$ cat src/rtl/prt_scaler_seq.sv
// Scaler configuration sequencer: streams the VPS table on start, then runs frame-aligned.
// Latency: first VPS beat one cycle after START is sampled; RUN_OUT moves one cycle after vsync rise.
// No backpressure: the VPS stream runs one beat per cycle; STOP or loss of lock aborts it.
module prt_scaler_seq #(
  parameter int P_VPS_NUM = 10,
  parameter int P_FRM_W   = 16
) (
  input  logic               CLK_IN,
  input  logic               RST_IN,
  input  logic               CTL_START_IN,
  input  logic               CTL_STOP_IN,
  input  logic               TBL_WR_IN,
  input  logic [3:0]         TBL_IDX_IN,
  input  logic [15:0]        TBL_DAT_IN,
  input  logic               VID_LOCK_IN,
  input  logic               VID_VS_IN,
  output logic [3:0]         VPS_IDX_OUT,
  output logic [15:0]        VPS_DAT_OUT,
  output logic               VPS_VLD_OUT,
  output logic               RUN_OUT,
  output logic               BUSY_OUT,
  output logic               ERR_OUT,
  output logic [P_FRM_W-1:0] FRM_CNT_OUT
);

  localparam logic [2:0] ST_IDLE  = 3'd0;
  localparam logic [2:0] ST_LOAD  = 3'd1;
  localparam logic [2:0] ST_ARM   = 3'd2;
  localparam logic [2:0] ST_RUN   = 3'd3;
  localparam logic [2:0] ST_DRAIN = 3'd4;

  localparam logic [3:0] LAST_IDX = 4'(P_VPS_NUM - 1);

  logic [2:0]  state;
  logic [2:0]  state_nxt;
  logic        vs_d;
  logic        vs_rise;
  logic        start_ok;
  logic [3:0]  idx_nxt;
  logic [15:0] tbl [16];

  assign vs_rise  = VID_VS_IN & ~vs_d;
  assign start_ok = CTL_START_IN & ~CTL_STOP_IN & VID_LOCK_IN;
  assign idx_nxt  = VPS_IDX_OUT + 4'd1;

  // Loss of lock overrides everything and parks the sequencer in IDLE.
  always_comb begin
    state_nxt = state;
    if (!VID_LOCK_IN) begin
      state_nxt = ST_IDLE;
    end else begin
      case (state)
        ST_IDLE:  if (start_ok) state_nxt = ST_LOAD;
        ST_LOAD: begin
          if (CTL_STOP_IN)                    state_nxt = ST_IDLE;
          else if (VPS_IDX_OUT == LAST_IDX)   state_nxt = ST_ARM;
        end
        ST_ARM: begin
          if (CTL_STOP_IN)  state_nxt = ST_IDLE;
          else if (vs_rise) state_nxt = ST_RUN;
        end
        ST_RUN:   if (CTL_STOP_IN) state_nxt = ST_DRAIN;
        ST_DRAIN: if (vs_rise) state_nxt = ST_IDLE;
        default:  state_nxt = ST_IDLE;
      endcase
    end
  end

  always_ff @(posedge CLK_IN or negedge RST_IN) begin
    if (!RST_IN) begin
      state       <= ST_IDLE;
      vs_d        <= 1'b0;
      VPS_IDX_OUT <= '0;
      VPS_DAT_OUT <= '0;
      VPS_VLD_OUT <= 1'b0;
      RUN_OUT     <= 1'b0;
      BUSY_OUT    <= 1'b0;
      ERR_OUT     <= 1'b0;
      FRM_CNT_OUT <= '0;
    end else begin
      state       <= state_nxt;
      vs_d        <= VID_VS_IN;
      BUSY_OUT    <= (state_nxt != ST_IDLE);
      VPS_VLD_OUT <= (state_nxt == ST_LOAD);
      RUN_OUT     <= (state_nxt == ST_RUN) || (state_nxt == ST_DRAIN);

      if (state == ST_IDLE && state_nxt == ST_LOAD) begin
        VPS_IDX_OUT <= 4'd0;
        VPS_DAT_OUT <= tbl[0];
        ERR_OUT     <= 1'b0;
      end else if (state == ST_LOAD && state_nxt == ST_LOAD) begin
        VPS_IDX_OUT <= idx_nxt;
        VPS_DAT_OUT <= tbl[idx_nxt];
      end

      // Writes landing mid-stream would corrupt a partially delivered set.
      if (TBL_WR_IN && state == ST_LOAD) ERR_OUT <= 1'b1;

      if (state == ST_ARM && state_nxt == ST_RUN)
        FRM_CNT_OUT <= '0;
      else if (state == ST_RUN && VID_LOCK_IN && vs_rise)
        FRM_CNT_OUT <= FRM_CNT_OUT + P_FRM_W'(1);
    end
  end

  always_ff @(posedge CLK_IN or negedge RST_IN) begin
    if (!RST_IN) begin
      for (int i = 0; i < 16; i++) tbl[i] <= '0;
    end else if (TBL_WR_IN && state != ST_LOAD) begin
      tbl[TBL_IDX_IN] <= TBL_DAT_IN;
    end
  end

endmodule

$ cat config.mk
export PLATFORM = sky130hd
export DESIGN_NAME = prt_scaler_seq
export DESIGN_NICKNAME = d
export VERILOG_FILES = /design/src/rtl/prt_scaler_seq.sv
export SDC_FILE = /design/constraint.sdc
export NUM_CORES = 1
export LEC_CHECK = 0
export ABC_AREA = 0
export CAP_MARGIN = 20
export CORE_MARGIN = 2
export CORE_UTILIZATION = 30
export CTS_BUF_LIST = sky130_fd_sc_hd__clkbuf_16
export CTS_CLUSTER_SIZE = 20
export DETAILED_ROUTE_END_ITERATION = 8
export SLEW_MARGIN = 20
export SYNTH_ARGS = -nofsm -noshare
export SYNTH_HDL_FRONTEND = slang
export SYNTH_SLANG_ARGS = --single-unit
$ cat constraint.sdc
create_clock -name CLK_IN -period 2.75 [get_ports CLK_IN]
set_clock_uncertainty 0.1 [all_clocks]
set_input_delay 0.275 -clock CLK_IN [delete_from_list [all_inputs] [get_ports CLK_IN]]
set_output_delay 0.275 -clock CLK_IN [all_outputs]
set_load 0.02 [all_outputs]
==> results.json, run 1 <==
{
  "powerDensity_nw_per_um2": 764,
  "min_to": "vs_d",
  "grt_max_degree": 72,
  "grt_pass1_vias": 8369,
  "max_stage_delay_ns": 0.53,
  "fp.dieArea_um2": 47800,
  "min_period_ns": 2.50,
  "antenna_found_initial": 2,
  "cts_setup_buffers": 0,
  "hold_violations": 0,
  "drtAntennaViolNets": 0,
  "drive_gt1_frac": 0.428,
  "worstMarginPinSlew_ns": 0.633,
  "wirelength_um": 33400,
  "cpMaxStageDelayCell": "dfrtp_4",
  "ys.flop_type": "dfrtp_1",
  "synth_edf_count": 0,
  "num_rows": 78,
  "fp.coreArea_um2": 45500,
  "start_kind": "flip-flop",
  "setup_viol": 0,
  "required_ns": 3.07,
  "drt-met1-wl_um": 16300,
  "rsz0062_at_grt": "false",
  "die_y_um": 219,
  "wl_met3_um": 1710,
  "dr_wl_met2_um": 14700,
  "syn_avg_cell_area_um2": 15.0,
  "async_flop_share": 1.00,
  "gp_congestion": 0.801,
  "synth_top_cells_by_area": "dfrtp_1, mux2_2, mux4_2",
  "hold_depth": 1,
  "path_class": "reg2reg",
  "path_clk_slew_ns": 0.06,
  "reg2reg_depth": 6,
  "h-tree-depth": 1,
  "highest_layer": "met5",
  "r2r_slack_ns": 0.25,
  "synth_cell_types": 48,
  "ctsLongestPathBuffers": 3,
  "numCtsBuffers": 31,
  "yosysSeqAreaShare": 0.543,
  "rr_endpoint": "VPS_DAT_OUT[13]",
  "hpwl_um": 20300,
  "worstSkewPairLatency_ns": 0.56,
  "path_cells": "ha_1 -> xor2_4 -> buf_12 -> mux2_2 -> o22ai_1 -> o31ai_1",
  "io_buffers": 66,
  "netlist_area_um2": 13800,
  "yosysTopAreaCell": "dfrtp_1",
  "track_usage": 0.142,
  "critPathMaxFanout": 43,
  "drtPass1Iterations": 4,
  "route.detailed.drc": 0,
  "ir_drop_mv": 0.394,
  "fmax_ghz": 0.400,
  "totalNegativeSetupSlack_ns": 0,
  "post_drt_wl_per_cell_um": 20.6,
  "min_path_type": "in2reg",
  "syn_inst": 924,
  "grt_overflow": 0,
  "reg2reg_from": "VPS_IDX_OUT[0]",
  "max_cap_viol_count": 0,
  "cts_tree": "done",
  "cts_root_buf": "clkbuf_16",
  "crit_arrival_ns": 2.82,
  "cts.sinks": 300,
  "syn_nets": 954,
  "initial_utilization": 0.304,
  "vias": 8059,
  "hold_slack_ns": 0.123,
  "grt_pass1_wl_um": 52000,
  "final_util": 0.359,
  "finalPower_mw": 12.5,
  "cp-end-kind": "flip-flop",
  "report.final.slew_viol_count": 0,
  "drt_iter0_markers": 477,
  "synth_top_area_frac": 0.543,
  "die-width_um": 219,
  "ys_seq_elements": 300,
  "status": "completed",
  "area_growth_pct": 18.2,
  "nets": 1026,
  "io_pins": 67,
  "relSlewSlack": 0.577,
  "vias_per_cell": 4.97,
  "fin_crit_sh": 0.908,
  "power.leakage_nw": 6.88,
  "hold_start": "VID_VS_IN",
  "ys.warnings.count": 0
}
==> stage by stage <==
stage                     setup WS, ns  cells  cell area [um2]
final                            0.253   1621            16300
after global routing             0.175   1620            16300
after CTS                        0.259   1620            16300
after detailed placement         0.281   1562            15400
after global placement           0.287   1562            15400
after floorplan                  0.376    924            13800
==> cell usage in the layout, fill, tap and decap left out, drive strengths merged, types with 2 or more instances in the layout <==
cell           instances
inv                   16
a211oi                16
dfrtp                300
nand4                  3
clkinv                16
xor2                   4
clkbuf                31
o31ai                 17
or3                    3
bufinv                 3
nor2b                 16
and2                   2
clkdlybuf4s50         65
a21oi                  3
ha                     3
nor3                   9
mux2                 272
o22ai                 17
o21ai                  6
xnor2                 13
or4                    2
and3b                  4
nand3                  7
buf                   42
nor2                  38
nand2b                 4
nand4b                 3
mux4                  64
nand2                 28
==> where the power goes <==
group	internal, mW	switching, mW
combinational	1.57	0.922
clock	2.31	1.74
sequential	5.40	0.549
total	9.29	3.21
==> worst max-delay path, delay by kind of cell, from the launching register on <==
family | cells | cell delay [ns]
AOI/OAI and AO/OA | 2 | 0.39
adders and majority gates | 1 | 0.31
DFF | 1 | 0.53
buffers and inverters | 1 | 0.30
xor gates and xnor gates | 1 | 0.32
muxes | 1 | 0.37
==> logic make-up (layout without fill, tap and decap cells) <==
kind of cell / count (synthesis) / count (layout) / share of synthesized area
buf+inv: 78 / 174 / 0.0312
xor+xnor: 17 / 17 / 0.0108
other cells: 0 / 1 / 0
flops: 300 / 300 / 0.543
compound gates: 63 / 63 / 0.0317
mux: 337 / 337 / 0.332
simple gates: 126 / 126 / 0.0491
fa+ha+maj: 3 / 3 / 0.00271
==> layout make-up <==
| cell class | instances | area, um2 |
|---|---|---|
| antenna | 1 | 2.50 |
| clock buffer | 31 | 776 |
| clock inverter | 26 | 193 |
| fill | 4424 | 29100 |
| inverter | 9 | 33.8 |
| multi-input combinational | 546 | 5920 |
| sequential | 300 | 7510 |
| tap | 600 | 751 |
| timing repair buffer | 108 | 1160 |
==> worst max-delay path by stage <==
| stage | to | from | slack [ns] |
|---|---|---|---|
| final | VPS_DAT_OUT[13] | VPS_IDX_OUT[0] | 0.25 |
| after global routing | VPS_DAT_OUT[13] | VPS_IDX_OUT[0] | 0.17 |
| after CTS | VPS_DAT_OUT[13] | VPS_IDX_OUT[0] | 0.26 |
| after detailed placement | VPS_DAT_OUT[13] | VPS_IDX_OUT[0] | 0.28 |
| after global placement | VPS_DAT_OUT[13] | VPS_IDX_OUT[0] | 0.29 |
| after floorplan | VPS_DAT_OUT[5] | VPS_IDX_OUT[1] | 0.38 |
==> per-layer routing <==
layer / vias to the layer above / track usage
met4: 2 / 0.0284
met2: 173 / 0.215
met5: - / 0
met1: 4290 / 0.210
li1: 3561 / -
met3: 33 / 0.0301
==> Yosys cell counts, types with 4 or more instances <==
master	instances
dfrtp_1	300
mux2_2	252
mux4_2	64
clkbuf_1	31
nor2_1	29
nand2_1	27
mux2_4	20
o31ai_1	17
a211oi_1	16
buf_2	16
nor2b_1	16
o22ai_1	16
xnor2_1	13
buf_4	11
inv_1	9
nor2_2	9
nand3_1	7
buf_6	6
nor3_1	5
and3b_1	4
nand2b_1	4
nor3_2	4
o21ai_0	4
xor2_1	4
==> registers in the layout (all words and copies together), names as in the netlist <==
signal       flops
FRM_CNT_OUT     16
VPS_VLD_OUT      1
VPS_DAT_OUT     16
ERR_OUT          1
BUSY_OUT         1
state            3
RUN_OUT          1
vs_d             1
VPS_IDX_OUT      4
tbl            256
==> what timing repair did <==
action / CTS / global route
gates resized for setup: 0 / 0
setup endpoints to repair: 0 / 0
hold buffers: 1 / 0
endpoints found under the hold margin: 66 / 0
(Power assumes the default switching activity.)
==> run 2: changes to the inputs <==
ABC_AREA = default   (was 0)
==> results of run 2 <==
Same layout as run 1: the final DEF is identical, and so are final timing and power.
==> run 3: changes to the inputs <==
CORE_ASPECT_RATIO = 1.1   (was default)
==> run 3 against run 2 <==
- power rose by 3.0%
- count of clock-buffer cells in the layout rose by 3
- fmax rose by 6.4%
- largest power group unchanged
- critical endpoint is now tbl[239]
==> results.json, run 3 (same netlist as run 1, synthesis figures left out) <==
{
  "final_util": 0.361,
  "reg2reg_depth": 5,
  "reg.largest.list": "tbl: 256 flops, FRM_CNT_OUT: 16 flops, VPS_DAT_OUT: 16 flops",
  "ctsResizeCount": 0,
  "cts.sinks": 300,
  "grt_pass1_wl_um": 53100,
  "grt_max_degree": 73,
  "gp_congestion": 0.785,
  "crit_arrival_ns": 2.65,
  "worstMarginPinSlew_ns": 0.635,
  "numCtsBuffers": 34,
  "track_usage": 0.144,
  "route.detailed.drc": 0,
  "fmax_ghz": 0.426,
  "wirelength_um": 33800,
  "fp.coreArea_um2": 45600,
  "cp-end-kind": "flip-flop",
  "rsz0062_at_grt": "false",
  "min_period_ns": 2.35,
  "ctsLongestPathBuffers": 3,
  "num_rows": 82,
  "insertedDiodeCount": 0,
  "critPathMaxFanout": 16,
  "hold_slack_ns": 0.163,
  "report.final.slew_viol_count": 0,
  "io_pins": 67,
  "path_clk_slew_ns": 0.06,
  "cts_setup_buffers": 0,
  "grt_overflow": 0,
  "cts_root_buf": "clkbuf_16",
  "required_ns": 3.05,
  "nets": 1032,
  "hold_start": "VID_VS_IN",
  "largest_register_ffs": 256,
  "hpwl_um": 20200,
  "relSlewSlack": 0.575,
  "fp.dieArea_um2": 47800,
  "largest_register": "tbl",
  "io_buffers": 66,
  "drive_gt1_frac": 0.434,
  "setup_viol": 0,
  "area_growth_pct": 19.0,
  "fin_crit_sh": 0.854,
  "worstSkewPairLatency_ns": 0.53,
  "h-tree-depth": 2,
  "post_drt_wl_per_cell_um": 20.9,
  "finalPower_mw": 12.9,
  "startpoint": "state[2]",
  "cts_tree": "done",
  "power.leakage_nw": 6.95,
  "status": "completed",
  "totalNegativeSetupSlack_ns": 0,
  "final_cell_mix": "dfrtp_1, mux2_2, clkdlybuf4s50_1",
  "path_class": "reg2reg",
  "drtAntennaViolNets": 0,
  "ir_drop_mv": 0.405,
  "min_path_type": "in2reg",
  "die_y_um": 229,
  "grt_pass1_vias": 8491,
  "vias": 8053,
  "start_kind": "flip-flop",
  "final_common_cell": "dfrtp_1",
  "die-width_um": 209,
  "drtPass1Iterations": 4,
  "rr_endpoint": "tbl[239]",
  "antenna_found_initial": 1,
  "r2r_slack_ns": 0.40,
  "hold_violations": 0,
  "holdBufCountCts": 1,
  "max_cap_viol_count": 0,
  "min_to": "vs_d",
  "reg2reg_from": "state[2]",
  "drt_iter0_markers": 390,
  "powerDensity_nw_per_um2": 782,
  "hold_depth": 1,
  "vias_per_cell": 4.98,
  "initial_utilization": 0.304
}
-- run 3: where the power goes --
part           switching (mW)  internal [mW]  leakage (nW)  total, mW
clock                    1.85           2.55         0.547       4.40
combinational           0.933           1.58          2.66       2.52
sequential              0.549           5.41          3.74       5.96
-- run 3: through the flow --
step | area, um2 | std cells | worst slack, ns
after floorplan | 13800 | 924 | 0.376
final | 16500 | 1616 | 0.402
after global routing | 16500 | 1616 | 0.257
after CTS | 16500 | 1616 | 0.362
after global placement | 15400 | 1553 | 0.358
after detailed placement | 15400 | 1553 | 0.372
-- run 3: metal layers --
layer  global-route usage  share of wire  wire [um]
met5                    0        0.00038         13
met4               0.0315          0.014        473
met3               0.0287          0.046       1550
met2                0.226           0.45      15400
met1                0.205           0.49      16400
-- run 3: layout make-up --
cell class / instances / area (um2)
fillers: 4435 / 29100
flip-flops and latches: 300 / 7510
multi-input cells: 546 / 5940
repair buffers: 111 / 1170
clock buffers: 34 / 851
well taps: 588 / 736
clock inverters: 28 / 221
inverters: 9 / 33.8
-- run 3: worst max-delay path by stage --
stage                           end  cells past startpoint
global placement     VPS_DAT_OUT[9]                      6
CTS                 VPS_DAT_OUT[10]                      6
detailed placement  VPS_DAT_OUT[12]                      6
global route        VPS_DAT_OUT[10]                      6
floorplan            VPS_DAT_OUT[5]                      8
finish                     tbl[239]                      5
-- run 3: worst max-delay path, cell delays in order, from the launching register on --
cell and delay (ns):
dfrtp_1 0.47, or3b_1 0.35, nand4b_1 0.35, nor3_4 0.20, buf_4 0.34, mux2_2 0.38
